==> config.mk <==
export PLATFORM = sky130hd
export DESIGN_NAME = apb_master_arb
export DESIGN_NICKNAME = d
export VERILOG_FILES = /design/src/rtl/apb_master_arb.sv
export SDC_FILE = /design/constraint.sdc
export NUM_CORES = 1
export LEC_CHECK = 0
export CAP_MARGIN = 15
export CORE_AREA = 2 2 145 147
export CTS_BUF_LIST = sky130_fd_sc_hd__clkbuf_8
export DETAILED_ROUTE_END_ITERATION = 7
export DIE_AREA = 0 0 147 149
export GPL_ROUTABILITY_DRIVEN = 0
export MAX_ROUTING_LAYER = met4
export PLACE_DENSITY = 0.67
export SLEW_MARGIN = 0
export SYNTH_ARGS = -nofsm -noshare
export SYNTH_HDL_FRONTEND = slang
export SYNTH_SLANG_ARGS = --single-unit
==> constraint.sdc <==
create_clock -name pclk -period 1.7 [get_ports pclk]
set_clock_uncertainty 0.1 [all_clocks]
set_input_delay 0.17 -clock pclk [delete_from_list [all_inputs] [get_ports pclk]]
set_output_delay 0.17 -clock pclk [all_outputs]
set_load 0.005 [all_outputs]
==> src/rtl/apb_master_arb.sv <==
// APB master shared by two requesters: round-robin grant, address-decoded slave select,
// IDLE->SETUP->ACCESS sequencing, decode-error completion and a wait-state timeout.
module apb_master_arb #(
    parameter int NUM_SLV = 4,
    parameter int SEL_LSB = 10,
    parameter int TIMEOUT = 16
) (
    input  logic                   pclk,
    input  logic                   presetn,
    input  logic [1:0]             req_valid,
    input  logic [1:0]             req_write,
    input  logic [63:0]            req_addr,
    input  logic [63:0]            req_wdata,
    output logic [1:0]             req_ack,
    output logic [1:0]             rsp_valid,
    output logic [31:0]            rsp_rdata,
    output logic                   rsp_err,
    output logic [NUM_SLV-1:0]     psel,
    output logic                   penable,
    output logic                   pwrite,
    output logic [31:0]            paddr,
    output logic [31:0]            pwdata,
    input  logic [NUM_SLV*32-1:0]  prdata,
    input  logic [NUM_SLV-1:0]     pready,
    input  logic [NUM_SLV-1:0]     pslverr
);

    localparam int               CNT_W     = $clog2(TIMEOUT + 1);
    localparam logic [CNT_W-1:0] CNT_MAX   = CNT_W'(TIMEOUT);
    localparam logic [3:0]       NUM_SLV_L = 4'(NUM_SLV);

    typedef enum logic [1:0] {IDLE, SETUP, ACCESS, DERR} state_t;

    state_t             state_q, state_d;
    logic               ptr_q, ptr_d;
    logic               owner_q, owner_d;
    logic [CNT_W-1:0]   cnt_q, cnt_d;

    logic [NUM_SLV-1:0] psel_d;
    logic               penable_d;
    logic               pwrite_d;
    logic [31:0]        paddr_d;
    logic [31:0]        pwdata_d;
    logic [1:0]         req_ack_d;
    logic [1:0]         rsp_valid_d;
    logic [31:0]        rsp_rdata_d;
    logic               rsp_err_d;

    logic               grant;
    logic               gnt_write;
    logic [31:0]        gnt_addr;
    logic [31:0]        gnt_wdata;
    logic [2:0]         gnt_idx;

    logic               sel_ready;
    logic               sel_err;
    logic [31:0]        sel_rdata;

    function automatic logic [NUM_SLV-1:0] decode_sel(input logic [2:0] idx);
        logic [NUM_SLV-1:0] onehot;
        onehot = '0;
        for (int s = 0; s < NUM_SLV; s++) begin
            onehot[s] = (idx == 3'(s));
        end
        return onehot;
    endfunction

    // Pointer holds the last granted requester; on contention the other one wins.
    always_comb begin
        grant     = (req_valid == 2'b11) ? ~ptr_q : req_valid[1];
        gnt_write = grant ? req_write[1]      : req_write[0];
        gnt_addr  = grant ? req_addr[63:32]   : req_addr[31:0];
        gnt_wdata = grant ? req_wdata[63:32]  : req_wdata[31:0];
        gnt_idx   = gnt_addr[SEL_LSB +: 3];
    end

    // The registered one-hot psel doubles as the response mux select.
    always_comb begin
        sel_ready = 1'b0;
        sel_err   = 1'b0;
        sel_rdata = '0;
        for (int s = 0; s < NUM_SLV; s++) begin
            if (psel[s]) begin
                sel_ready = pready[s];
                sel_err   = pslverr[s];
                sel_rdata = prdata[32*s +: 32];
            end
        end
    end

    always_comb begin
        state_d     = state_q;
        ptr_d       = ptr_q;
        owner_d     = owner_q;
        cnt_d       = cnt_q;
        psel_d      = psel;
        penable_d   = penable;
        pwrite_d    = pwrite;
        paddr_d     = paddr;
        pwdata_d    = pwdata;
        req_ack_d   = '0;
        rsp_valid_d = '0;
        rsp_rdata_d = '0;
        rsp_err_d   = 1'b0;

        case (state_q)
            IDLE: begin
                psel_d    = '0;
                penable_d = 1'b0;
                if (|req_valid) begin
                    ptr_d            = grant;
                    owner_d          = grant;
                    pwrite_d         = gnt_write;
                    paddr_d          = gnt_addr;
                    pwdata_d         = gnt_wdata;
                    req_ack_d[grant] = 1'b1;
                    if ({1'b0, gnt_idx} < NUM_SLV_L) begin
                        state_d = SETUP;
                        psel_d  = decode_sel(gnt_idx);
                    end else begin
                        state_d = DERR;
                    end
                end
            end

            SETUP: begin
                state_d   = ACCESS;
                penable_d = 1'b1;
                cnt_d     = CNT_W'(1);
            end

            ACCESS: begin
                // A ready slave on the final allowed cycle still completes normally.
                if (sel_ready || (cnt_q == CNT_MAX)) begin
                    state_d              = IDLE;
                    psel_d               = '0;
                    penable_d            = 1'b0;
                    rsp_valid_d[owner_q] = 1'b1;
                    rsp_err_d            = sel_ready ? sel_err : 1'b1;
                    rsp_rdata_d          = (sel_ready && !sel_err && !pwrite) ? sel_rdata : '0;
                end else begin
                    cnt_d = cnt_q + 1'b1;
                end
            end

            DERR: begin
                state_d              = IDLE;
                rsp_valid_d[owner_q] = 1'b1;
                rsp_err_d            = 1'b1;
            end

            default: state_d = IDLE;
        endcase
    end

    always_ff @(posedge pclk or negedge presetn) begin
        if (!presetn) begin
            state_q   <= IDLE;
            ptr_q     <= 1'b0;
            owner_q   <= 1'b0;
            cnt_q     <= '0;
            psel      <= '0;
            penable   <= 1'b0;
            pwrite    <= 1'b0;
            paddr     <= '0;
            pwdata    <= '0;
            req_ack   <= '0;
            rsp_valid <= '0;
            rsp_rdata <= '0;
            rsp_err   <= 1'b0;
        end else begin
            state_q   <= state_d;
            ptr_q     <= ptr_d;
            owner_q   <= owner_d;
            cnt_q     <= cnt_d;
            psel      <= psel_d;
            penable   <= penable_d;
            pwrite    <= pwrite_d;
            paddr     <= paddr_d;
            pwdata    <= pwdata_d;
            req_ack   <= req_ack_d;
            rsp_valid <= rsp_valid_d;
            rsp_rdata <= rsp_rdata_d;
            rsp_err   <= rsp_err_d;
        end
    end

endmodule
==> results.md <==
- Status: finished, violations left
- Failing checks: negative setup slack
- # rows: 53
- Fill count: 1894
- Final worst slack: -0.09217 ns
- Most frequent cells in the layout: clkdlybuf4s50_1 (370), dfrtp_1 (113), nand2_1 (93)
- Slew margin rel.: 0.7276
- Avg Vias per Cell: between 4 and 5
- FMAX: 558.0 MHz
- Synth Area in Adders: 0.004410
- Crit. End Element: flip-flop
- XOR/XNOR Fraction of Synth Area: 0
- Vias in the first global route: ~6400
- Most common cell after layout, fill and taps aside: clkdlybuf4s50_1
- RSZ-0062 raised after global routing: true
- Syn avg cell area: between 9 and 10 um2
- Overall die width: roughly 150 um
- N_diodes: 0
- Slew Limit Fails: 0
- Slowest stage delay, CP: approximately 0.44 ns
- Area grow syn2layout: 92.42%
- Compound-cell area share of the yosys netlist: 0.1735
- EDFF count, synth: 0
- Layout cells sized above 1: 0.1276
- Pwr dens: 1339 nW/um2
- TritonCTS clock tree: built
- VDD IR max: around 0.89 mV
- Worst skew pair latency: between 0.4 and 0.5 ns
- Cell area after placement: 10200 um2
- Post-Syn Area: roughly 5700 um2
- Min Hold Slack: roughly 0.091 ns
- Number of port buffers: 376
- Post-Route WL: roughly 23 mm
- Synth area leader: dfrtp_1
- Die Y: approximately 150 um
- GR Util met2: 0.3751
- Lkg Pwr: ~0.0046 uW
- Clk sinks: roughly 120
- Ordered list of cells on the worst path: buf_6 > o311a_4 > buf_6 > o31a_1 > nor2b_1
- DRT antenna net count: 0
- DR pass1 iterations: 4
- CP most frequent cell: buf_6
- Flop2flop setup slack: -0.09 ns
- Slowest cell on crit path: dfrtp_2
- GRT Overall Usage: 0.2111
- Critical Path RT: around 1.9 ns
- Largest net degree at the start of global routing: 55
- Tightest Hold Check Type: input port to async pin
- Gate Count Post-Synth: 603
- Synth top area cells: dfrtp_1 (51%), mux2i_1 (8.8%), nand2_1 (6.2%)
- I/O pin cnt: 377
- Min Tclk post-route: between 1.5 and 2 ns
- Flops & latches, synth: approximately 120
- Top-area cell type share of the netlist area: 0.5072
- Worst Setup Start Kind: flip-flop
- Vias after detailed routing: roughly 6200
- Post-route insts no fill: 1317
- Met1 Resource Use GR: 0.2253
- Die Area: about 22000 um2
- CP arrival: between 2 and 2.5 ns
- HPWL Detailed: between 15 and 20 mm
- Global-route wire length before repair: roughly 35 mm
- Placed Cells: 1265
- Setup-failing EPs final: between 40 and 50
- Syn_nets: between 800 and 900
- Routed len/inst: 17.17 um
- Max cap viols: 0
- Distinct cells, synth: 45
- Seq/Total Area, Yosys: 0.5072
- Crit Path Category: flip-flop to flip-flop
- DRC viols: 0
- Antenna violations before repair: 0
- CP max FO: 7
- Ys async rst share: 1.000
- Worst r2r src: psel[3]
- CTS Buf Count: 17
- Hold Fails Final Rpt: 0
- Reg clk slew, reported paths: approximately 0.080 ns
- Nets: approximately 1300
- Grt total ovfl: 0
- GR Util met3: 0.07370
- Synth Area in Simple Gates: 0.1729
- Reg2Reg Depth: 5
- Core area: around 20000 um2
- CTS H-tree depth: 4
- Clk buf depth: 2
- Worst r2r dst: rsp_valid[0]
- Synth warnings: 0
- Final period util: 1.054
- Portion of netlist area occupied by mux cells: 0.09019
- Post-route cell area: 10920 um2
- Initial DRC count: 192
- CTS root buffer: clkbuf_8
- Slew @ Worst Pin: slightly above 0.4 ns
- Main flop type after synthesis: dfrtp_1
- Starting density of the core: 0.2760
- Largest family of logic cells by synthesized area: compound AO/OA/AOI/OAI gates
- Grt peak-use layer: met2
==> flip-flops by register name, indices dropped and copies added (netlist names), 2 cells and up <==
| signal | count |
|---|---|
| cnt_q | 5 |
| paddr | 32 |
| psel | 4 |
| pwdata | 32 |
| req_ack | 2 |
| rsp_rdata | 32 |
| rsp_valid | 2 |
| state_q | 2 |
==> cells by family after synthesis <==
kind of cell | after synthesis
AOI/OAI and AO/OA | 154
adders and majority gates | 2
DFF | 115
and+or+nand+nor | 223
buffers and inverters | 58
muxes | 51
==> stage by stage <==
step	total power, uW	worst slack, ns	utilization	setup TNS (ns)
floorplan	7599	-0.02710	-	-0.02710
global placement	11590	-0.2467	0.4963	-12.25
detailed placement	11680	-0.2534	0.4963	-14.23
CTS	14760	-0.09210	0.5281	-2.273
global route	15730	-0.1577	0.5311	-5.627
finish	14620	-0.09217	0.5311	-2.343
==> metal layers <==
metal / vias up / share of wire
met5: - / 0
met4: 0 / 0.016
met3: 23 / 0.089
met2: 269 / 0.52
met1: 2909 / 0.37
li1: 2996 / -
==> layout make-up <==
cell class                      count  area [um2]  share of cell area
Multi-Input combinational cell    430        2579              0.2362
Sequential cell                   115        2880              0.2638
Timing Repair Buffer              456        4678              0.4285
Clock inverter                     14       155.1             0.01421
Inverter                            9       33.78            0.003094
Clock buffer                       18       247.7             0.02269
Tap cell                          275       344.1             0.03151
==> Yosys cell counts (2+ instances only) <==
| cell | n |
|---|---|
| a221oi_1 | 32 |
| nand4_1 | 2 |
| inv_1 | 7 |
| o211ai_1 | 2 |
| buf_2 | 13 |
| a21oi_1 | 36 |
| nand2b_1 | 5 |
| nor3_1 | 37 |
| mux2i_1 | 50 |
| nand2_1 | 93 |
| a22oi_1 | 18 |
| nor2_1 | 70 |
| nor2b_1 | 3 |
| clkbuf_1 | 26 |
| buf_6 | 6 |
| nor4b_1 | 2 |
| buf_4 | 4 |
| nor4_1 | 2 |
| ha_1 | 2 |
| dfrtp_1 | 115 |
| o21ai_0 | 54 |
==> worst max path at each step <==
stage / start / end
floorplan: psel[3] / cnt_q[0]
global placement: req_valid[1] / psel[1]
detailed placement: req_valid[1] / psel[1]
CTS: psel[3] / rsp_valid[1]
global route: psel[1] / rsp_rdata[30]
finish: psel[3] / rsp_valid[0]
==> repair_timing <==
| action | in CTS | in global routing |
|---|---|---|
| endpoints found under the hold margin | 115 | 0 |
| endpoints found under the setup margin | 48 | 49 |
| setup buffers | 11 | 5 |
| pin swaps | 9 | 4 |
| hold buffers | 1 | 0 |
| resized for setup | 27 | 5 |
| cloned | 3 | 0 |
==> worst max-delay path, delay by kind of cell (launching register included) <==
kind / cells / cell delay, ns
compound gates: 2 / 0.72
buf+inv: 2 / 0.28
flops: 1 / 0.44
simple gates: 1 / 0.15
==> report_power, final <==
part / switching, uW / leakage (uW) / internal [uW]
Combinational: 3370 / 0.00292 / 4420
Clock: 1230 / 0.000188 / 1350
Sequential: 524 / 0.00148 / 3710
Total: 5130 / 0.00459 / 9490
(Power assumes the default switching activity.)
